## config.mk

```make
export PLATFORM = sky130hd
export DESIGN_NAME = sw_debounce_pio
export DESIGN_NICKNAME = d
export VERILOG_FILES = /design/src/rtl/sw_debounce_pio.sv
export SDC_FILE = /design/constraint.sdc
export NUM_CORES = 1
export LEC_CHECK = 0
export CORE_ASPECT_RATIO = 0.9
export CORE_MARGIN = 2
export CORE_UTILIZATION = 35
export DETAILED_ROUTE_END_ITERATION = 10
export PLACE_DENSITY = 0.55
export SKIP_CTS_REPAIR_TIMING = 1
export SYNTH_ARGS = -nofsm -noshare
export SYNTH_HDL_FRONTEND = slang
export SYNTH_SLANG_ARGS = --single-unit
```

## constraint.sdc

```tcl
create_clock -name clk -period 2.5 [get_ports clk]
set_clock_uncertainty 0.1 [all_clocks]
set_input_delay 0.75 -clock clk [delete_from_list [all_inputs] [get_ports clk]]
set_output_delay 0.75 -clock clk [all_outputs]
set_load 0.02 [all_outputs]
```

## src/rtl/sw_debounce_pio.sv

```systemverilog
// sw_debounce_pio
//   Debounced switch input port with an Avalon-MM slave register interface.
//   Each raw switch bit is synchronised, then debounced by a per-bit counter:
//   the debounced level only follows the synchronised level after it has
//   disagreed for DEBOUNCE_CYCLES consecutive clocks. Debounced transitions
//   in the selected direction are latched in EDGE_CAPTURE. A level interrupt
//   is raised when a captured edge is unmasked.
//
//   Register map (word address):
//     0 DATA          read-only, debounced levels
//     1 IRQ_MASK      read/write
//     2 EDGE_CAPTURE  read, write-1-to-clear
//     3 EDGE_SEL      read/write, per bit 0 = rising, 1 = falling
//   Bits above WIDTH read as 0 and ignore writes.
//
// Ports
//   clk         sole clock, rising edge
//   reset_n     asynchronous active-low reset
//   address     word address of the register
//   chipselect  slave select, qualifies read and write
//   read        read strobe, data returned one clock later on readdata
//   write       write strobe, takes effect on the same clock edge
//   writedata   write data
//   readdata    registered read data, 0 when no read was issued
//   SW_in       raw asynchronous switch levels
//   irq         active-high level interrupt
//
// Bus handshake: the slave is always ready. A transfer happens on every
// rising edge where chipselect is high together with read or write; a read
// answers on readdata after exactly one edge and readdata is 0 otherwise.

module sw_debounce_pio #(
    parameter int WIDTH           = 10,
    parameter int DEBOUNCE_CYCLES = 50000,
    parameter int SYNC_STAGES     = 2
) (
    input  logic             clk,
    input  logic             reset_n,
    input  logic [1:0]       address,
    input  logic             chipselect,
    input  logic             read,
    input  logic             write,
    input  logic [31:0]      writedata,
    output logic [31:0]      readdata,
    input  logic [WIDTH-1:0] SW_in,
    output logic             irq
);

    localparam int               CNT_W   = $clog2(DEBOUNCE_CYCLES);
    localparam logic [CNT_W-1:0] CNT_MAX = CNT_W'(DEBOUNCE_CYCLES - 1);

    logic [WIDTH-1:0] sync_q [SYNC_STAGES];
    logic [WIDTH-1:0] sync_level;
    logic [CNT_W-1:0] cnt [WIDTH];

    logic [WIDTH-1:0] data_q;
    logic [WIDTH-1:0] mask_q;
    logic [WIDTH-1:0] cap_q;
    logic [WIDTH-1:0] sel_q;

    logic [WIDTH-1:0] accept;
    logic [WIDTH-1:0] rise;
    logic [WIDTH-1:0] fall;
    logic [WIDTH-1:0] edge_hit;
    logic [WIDTH-1:0] wr_val;
    logic [WIDTH-1:0] clr;
    logic             wr_en;
    logic             rd_en;
    logic [31:0]      rd_mux;

    // Write-data bits above WIDTH are intentionally discarded.
    logic unused_wdata;
    assign unused_wdata = &{1'b0, writedata};

    assign wr_en      = chipselect & write;
    assign rd_en      = chipselect & read;
    assign wr_val     = writedata[WIDTH-1:0];
    assign sync_level = sync_q[SYNC_STAGES-1];

    // Synchroniser chain; nothing downstream looks at SW_in directly.
    always_ff @(posedge clk or negedge reset_n) begin
        if (!reset_n) begin
            for (int s = 0; s < SYNC_STAGES; s++) begin
                sync_q[s] <= '0;
            end
        end else begin
            sync_q[0] <= SW_in;
            for (int s = 1; s < SYNC_STAGES; s++) begin
                sync_q[s] <= sync_q[s-1];
            end
        end
    end

    // A bit is accepted on the clock its counter already shows
    // DEBOUNCE_CYCLES-1 mismatched clocks and it is still mismatched.
    always_comb begin
        accept = '0;
        for (int i = 0; i < WIDTH; i++) begin
            accept[i] = (sync_level[i] != data_q[i]) && (cnt[i] == CNT_MAX);
        end
    end

    assign rise     = accept & sync_level;
    assign fall     = accept & ~sync_level;
    assign edge_hit = (rise & ~sel_q) | (fall & sel_q);
    assign clr      = (wr_en && address == 2'd2) ? wr_val : '0;

    // Any agreement restarts the count, so glitches never accumulate.
    always_ff @(posedge clk or negedge reset_n) begin
        if (!reset_n) begin
            for (int i = 0; i < WIDTH; i++) begin
                cnt[i] <= '0;
            end
        end else begin
            for (int i = 0; i < WIDTH; i++) begin
                if ((sync_level[i] == data_q[i]) || accept[i]) begin
                    cnt[i] <= '0;
                end else begin
                    cnt[i] <= cnt[i] + CNT_W'(1);
                end
            end
        end
    end

    // Registers. A new edge wins over a simultaneous clear of the same bit.
    always_ff @(posedge clk or negedge reset_n) begin
        if (!reset_n) begin
            data_q <= '0;
            mask_q <= '0;
            cap_q  <= '0;
            sel_q  <= '0;
        end else begin
            data_q <= data_q ^ accept;
            cap_q  <= (cap_q & ~clr) | edge_hit;
            if (wr_en && address == 2'd1) begin
                mask_q <= wr_val;
            end
            if (wr_en && address == 2'd3) begin
                sel_q <= wr_val;
            end
        end
    end

    // Read mux sees the pre-write register values of the current edge.
    always_comb begin
        rd_mux = '0;
        case (address)
            2'd0:    rd_mux[WIDTH-1:0] = data_q;
            2'd1:    rd_mux[WIDTH-1:0] = mask_q;
            2'd2:    rd_mux[WIDTH-1:0] = cap_q;
            default: rd_mux[WIDTH-1:0] = sel_q;
        endcase
    end

    always_ff @(posedge clk or negedge reset_n) begin
        if (!reset_n) begin
            readdata <= '0;
        end else begin
            readdata <= rd_en ? rd_mux : '0;
        end
    end

    assign irq = |(cap_q & mask_q);

endmodule

```

==> results of run 1 <==
## cells by family (layout without fill, tap and decap cells)
family                     count (synthesis)  in the layout  synth area share (%)
adders and majority gates                 10             10                 1.157
other                                      1             22               0.03468
AOI/OAI and AO/OA                         48             48                 2.916
buffers and inverters                     64            139                 3.182
xor gates and xnor gates                 140            140                 11.34
and+or+nand+nor                          499            499                 22.84
muxes                                     40             40                 5.311
DFF                                      230            230                 53.22
## worst max path at each step
stage,startpoint,end,slack [ps]
4_1_cts,mask_q[8],irq,-570
6_report,mask_q[8],irq,-30
3_3_place_gp,mask_q[8],irq,20
2_1_floorplan,address[1],mask_q[0],470
5_1_grt,cap_q[8],irq,-90
3_5_place_dp,mask_q[8],irq,20
## placed cells by master, fill, tap and decap left out, types with 4 or more instances in the layout
master	netlist	layout
a22o_1	4	4
and2_1	4	4
mux4_2	10	10
and3_1	22	22
nand3_1	53	53
a21oi_1	16	16
conb_1	1	22
mux2_2	27	27
buf_4	24	23
bufinv_16	0	5
or3_1	4	4
inv_1	26	26
buf_12	0	5
or4b_1	6	6
clkbuf_8	0	5
clkbuf_16	0	27
clkdlybuf4s50_1	0	35
nor4b_1	4	4
o21ai_0	16	16
nor3_1	32	32
nor4bb_1	6	6
dfrtp_1	230	230
ha_1	10	10
nand4_1	43	43
clkinv_2	0	6
xor2_1	35	35
nor2_1	190	190
nand2_1	72	72
xnor2_1	105	105
nor4_1	37	37
## stage by stage
step	total power [mW]	setup slack, ps
after floorplan	4.401	474.1
after global placement	4.668	22.49
after detailed placement	4.679	15.73
after CTS	8.953	-567.5
after global routing	9.202	-93.60
final	8.800	-26.72
## state kept, by name, summed over array words and instances (netlist names), named ones only
register and count:
readdata 10, sync_level 10, cnt 160, cap_q 10
sync_q 10, mask_q 10, sel_q 10
## area by class of cell
cell class | count | area (µm²) | share of cell area [%]
clock buffers | 33 | 748.2 | 5.858
clock inverters | 16 | 221.5 | 1.734
inverters | 26 | 97.59 | 0.7641
multi-input cells | 759 | 4800 | 37.58
flip-flops and latches | 230 | 5756 | 45.06
well taps | 409 | 511.7 | 4.007
repair buffers | 64 | 638.1 | 4.996
## power by group through the flow
stage	logic (mW)	clock network, mW	registers [mW]
floorplan	0.346	0	4.06
global placement	0.583	0	4.09
detailed placement	0.590	0	4.09
CTS	0.593	4.34	4.02
global route	0.648	4.51	4.05
finish	0.574	4.20	4.02
## routing by layer
| layer | share of wire [%] | global-route usage (%) | wire (µm) |
|---|---|---|---|
| met1 | 51 | 20.59 | 10920 |
| met2 | 43 | 20.42 | 9317 |
| met3 | 3.4 | 2.564 | 721 |
| met4 | 2.0 | 3.303 | 433 |
| met5 | 0.17 | 0 | 37 |
==> key figures, run 1 <==
Status
  • Status: finished with violations
  • Failing checks: setup timing

Worst hold path
  • Worst hold path type: primary input to async pin

Clocking
  • # clock sinks: 230
  • Clk_lat worst skew: 540 ps
  • Clk slew on worst S/H paths: 60 ps
  • Cell chosen for the clock root: clkbuf_16
  • Total CTS buffers: 27
  • H-tree depth: 1
  • Clock Path Buffers: 3
  • CTS tree: yes

Pwr
  • Clock Power Share: 47.7%
  • Power Density: 689.0 nW/µm²
  • NetSw: 2.004 mW
  • Max IR drop VDD: 0.5908 mV
  • Combinational share of power: 6.5%
  • LEAKAGE: 5.232 nW
  • Sequential Power Share: 45.7%
  • Internal: 6.796 mW
  • Net Sw Frac: 22.78%

Flow run
  • Max_cap viols: 0

Floorplan
  • # rows: 61
  • Die Height: 170.8 µm
  • Initial Util: 35.25%
  • I/O pins: 82
  • Die Wd: 189.3 µm
  • Die area: 32320 µm²
  • Core box area: 30680 µm²

Route
  • WL per Instance: 13.94 µm
  • Drt drc: 0
  • Initial DRT Pass Iterations: 4
  • WL final: 21430 µm
  • Via Count: 7416
  • Drt first-iter violations: 359
  • Post-route ant nets: 0
  • DR vias/cell: 4.825

Logic synthesis
  • Mapped cell area: 10810 µm²
  • Post-synthesis async set-or-reset flop share: 100.0%
  • Top-area cell type share of the netlist area: 53.22%
  • Synth Flop Type: dfrtp_1
  • Sequential element share of the synthesized area: 53.22%
  • Post-synth cell types: 46
  • Cells after synthesis: 1032
  • Count leader, synth: dfrtp_1
  • Flops & latches, synth: 230
  • Post-synth top area cell: dfrtp_1
  • Synthesized area per cell: 10.48 µm²
  • Ranking of synthesized cells by area: dfrtp_1 (53%), xnor2_1 (8.5%), nor2_1 (6.6%), xor2_1 (2.8%), mux2_2 (2.8%)
  • EDFF count, synth: 0
  • Post-synth top cells: dfrtp_1 (230), nor2_1 (190), xnor2_1 (105)
  • Yosys warns: 0

Critical path
  • Cell breakdown of the critical path: a22o_1 > a221oi_2 > nand4_1 > buf_4
  • Number of cells on the critical path: 4
  • CP Max Fanout: 2
  • CP required: 1650 ps
  • Reg-to-reg startpoint: cnt[135]
  • Crit-path max cell delay: 380 ps
  • Flop2flop setup slack: 400 ps
  • Reg2reg path depth: 4
  • Delay-heaviest family, CP: compound AO/OA/AOI/OAI gates
  • Critical path class: flip-flop to output port
  • Type of origin of the critical path: flip-flop
  • CP Capture Type: output port
  • Slowest-stage cell, CP: dfrtp_1
  • Critical Path AT: 1680 ps
  • Worst path bufs/invs: 1
  • Capture point of the worst reg-to-reg path: cnt[136]

Timing
  • Fin. max-slew vios: 0
  • Final setup violation count: 1
  • Slew of the pin with the lowest slew margin: 557.7 ps
  • Setup TNS: -26.72 ps
  • Final setup margin: -26.72 ps
  • Min Hold Slack: 3.575 ps
  • RSZ-0062 raised after global routing: yes
  • Final Hold Fails: 0
  • Fmax: 395.8 MHz
  • Slew margin rel.: 62.48%
  • Period utilisation layout: 101.1%
  • Tmin final: 2527 ps

Layout
  • Final std cells w/o fill: 1537
  • Final nets: 1167
  • Layout cell share with drive strength beyond 1: 11.70%
  • Diodes inserted: 0
  • Area Growth Syn to Fin: 18.11%
  • Post-route cell area: 12770 µm²
  • Fill count: 2986
  • Core Util, Final: 41.63%

Placed design
  • Area post-placement: 11800 µm²
  • IO buf count: 37
  • Post-DP HPWL: 14780 µm
  • Dpl cells: 1488
  • Placer Congestion: 0.7992

GRT
  • Gr usage total: 13.72%
  • Initial antenna violation count: 3
  • Global-route wire length before repair: 36620 µm
  • Total grt overflow: 0
  • Vias in the first global route: 7046
  • Largest net degree at the start of global routing: 57
No activity file was read; power rests on OpenSTA's default activity.
==> run 2: changes to the inputs <==
ABC_AREA = 1   (was default)
==> run 2 against run 1 <==
Against the previous run:
- the flow now finishes without violations
- fmax rose by 4.9%
- register-to-register slack improved by 150 ps
- clock power shrank 9.8%
- synthesized area is 11% higher
- via count rose by 35%
==> key figures, run 2 <==
Logic synthesis
  • Flops & latches, synth: 230
  • Count leader, synth: nand2_1
  • Sequential element share of the synthesized area: 47.83%
  • Post-synth top cells: nand2_1 (399), nor2_1 (356), dfrtp_1 (230)
  • Mapped cell area: 12030 µm²
  • Top-area cell type share of the netlist area: 47.83%
  • EDFF count, synth: 0
  • Post-synth cell types: 32
  • Synthesized area per cell: 7.470 µm²
  • Post-synthesis async set-or-reset flop share: 100.0%
  • Yosys warns: 0
  • Post-synth top area cell: dfrtp_1
  • Ranking of synthesized cells by area: dfrtp_1 (48%), nand2_1 (12%), nor2_1 (11%), inv_1 (5.6%), nand3_1 (5.0%)
  • Cells after synthesis: 1611
  • Synth Flop Type: dfrtp_1

Pwr
  • Power Total: 8.419 mW
  • Power Density: 605.1 nW/µm²
  • Max IR drop VDD: 0.4965 mV
  • LEAKAGE: 6.335 nW

Critical path
  • Flop2flop setup slack: 550 ps
  • CP Capture Type: output port
  • Delay-heaviest family, CP: flip-flops
  • Crit-path max cell delay: 390 ps
  • Worst path bufs/invs: 1
  • Capture point of the worst reg-to-reg path: cnt[7]
  • Critical path class: flip-flop to output port
  • Critical Path AT: 1560 ps
  • Crit path to: irq
  • Slowest-stage cell, CP: dfrtp_1
  • CP required: 1650 ps
  • Worst Setup SP: mask_q[8]
  • CP Max Fanout: 3
  • Number of cells on the critical path: 4
  • Reg-to-reg startpoint: cnt[0]
  • Reg2reg path depth: 6
  • Type of origin of the critical path: flip-flop
  • Cell breakdown of the critical path: a22o_1 > nor3_2 > nand2_2 > buf_6

Route
  • WL per Instance: 12.13 µm
  • Drt drc: 0
  • WL final: 26250 µm
  • Initial DRT Pass Iterations: 5
  • Drt first-iter violations: 543
  • Post-route ant nets: 0
  • Via Count: 9984
  • DR vias/cell: 4.614

Clocking
  • Clock Path Buffers: 3
  • Clk_lat worst skew: 530 ps
  • Clk slew on worst S/H paths: 60 ps
  • Cell chosen for the clock root: clkbuf_16
  • CTS tree: yes
  • Total CTS buffers: 26
  • # clock sinks: 230
  • H-tree depth: 1

Timing
  • Min Hold Slack: 17.03 ps
  • RSZ-0062 raised after global routing: no
  • Fin. max-slew vios: 0
  • Slew of the pin with the lowest slew margin: 521.0 ps
  • Tmin final: 2408 ps
  • Fmax: 415.3 MHz
  • Final Hold Fails: 0
  • Final setup violation count: 0
  • Period utilisation layout: 96.32%
  • Slew margin rel.: 65.00%

Worst hold path
  • Worst hold path type: primary input to async pin

Floorplan
  • I/O pins: 82
  • # rows: 64
  • Die Height: 179.9 µm
  • Die Wd: 199.5 µm
  • Initial Util: 35.44%
  • Core box area: 33950 µm²
  • Die area: 35880 µm²

GRT
  • Largest net degree at the start of global routing: 50
  • Initial antenna violation count: 1
  • Global-route wire length before repair: 45640 µm
  • Vias in the first global route: 9570
  • Gr usage total: 15.18%
  • Total grt overflow: 0

Layout
  • Fill count: 3596
  • Final nets: 1742
  • Diodes inserted: 0
  • Biggest register: cnt
  • Post-route cell area: 13910 µm²
  • Commonest non-fill, non-tap cell in the layout: nand2_1
  • Most frequent cells in the layout: nand2_1 (398), nor2_1 (356), dfrtp_1 (230)
  • Layout cell share with drive strength beyond 1: 5.758%
  • Core Util, Final: 40.98%
  • Largest register FFs: 160
  • Area Growth Syn to Fin: 15.63%

Placed design
  • Placer Congestion: 0.8838
  • Post-DP HPWL: 19310 µm
  • IO buf count: 37
  • Area post-placement: 13040 µm²

Status
  • Status: complete, no violations

Flow run
  • Max_cap viols: 0
run 2: where the power goes:
group	switching, mW	total, mW	internal [mW]
clock network	1.51	3.79	2.28
logic	0.374	0.615	0.241
registers	0.133	4.01	3.88
run 2: worst min-delay path by stage:
stage | from | end | slack, ps | cells past startpoint
floorplan | sync_q[10] | sync_level[0] | 230 | 0
global placement | sync_q[19] | sync_level[9] | 230 | 0
detailed placement | sync_q[18] | sync_level[8] | 240 | 0
CTS | reset_n | cnt[89] | 20 | 1
global route | reset_n | cnt[80] | 30 | 1
finish | reset_n | cnt[89] | 20 | 1
run 2: layout make-up:
type | instances | area, µm² | share of cell area [%]
clock inverters | 6 | 62.56 | 0.4496
inverters | 181 | 679.4 | 4.883
clock buffers | 41 | 798.3 | 5.737
repair buffers | 62 | 639.4 | 4.595
well taps | 462 | 578.1 | 4.154
flip-flops and latches | 230 | 5756 | 41.36
multi-input cells | 1182 | 5401 | 38.82
run 2: cell families after synthesis:
kind of cell,after synthesis,share of synthesized area (%)
buf+inv,220,8.047
xor+xnor,40,3.036
flops,230,47.83
fa+ha+maj,10,1.040
other cells,1,0.03116
simple gates,962,33.12
compound gates,148,6.904
run 2: stage by stage:
step	instances	worst slack (ps)	setup TNS (ps)
after floorplan	1632	786.6	0
after global placement	2117	110.7	0
after detailed placement	2117	72.04	0
after CTS	2164	-404.4	-404.4
after global routing	2164	5.601	0
final	2164	91.88	0
run 2: per-layer routing:
layer | GRT usage, % | share of wire (%)
met2 | 24.11 | 45
met3 | 2.195 | 3.2
met1 | 21.92 | 50
met5 | 0 | 0.069
met4 | 3.378 | 2.0
run 2: worst reg2reg max path: stages (launching register included):
cell	delay, ps
dfrtp_1	450
ha_1	260
nand3_2	150
nor2_1	190
nand2_1	190
nand2_1	380
nor2_1	100
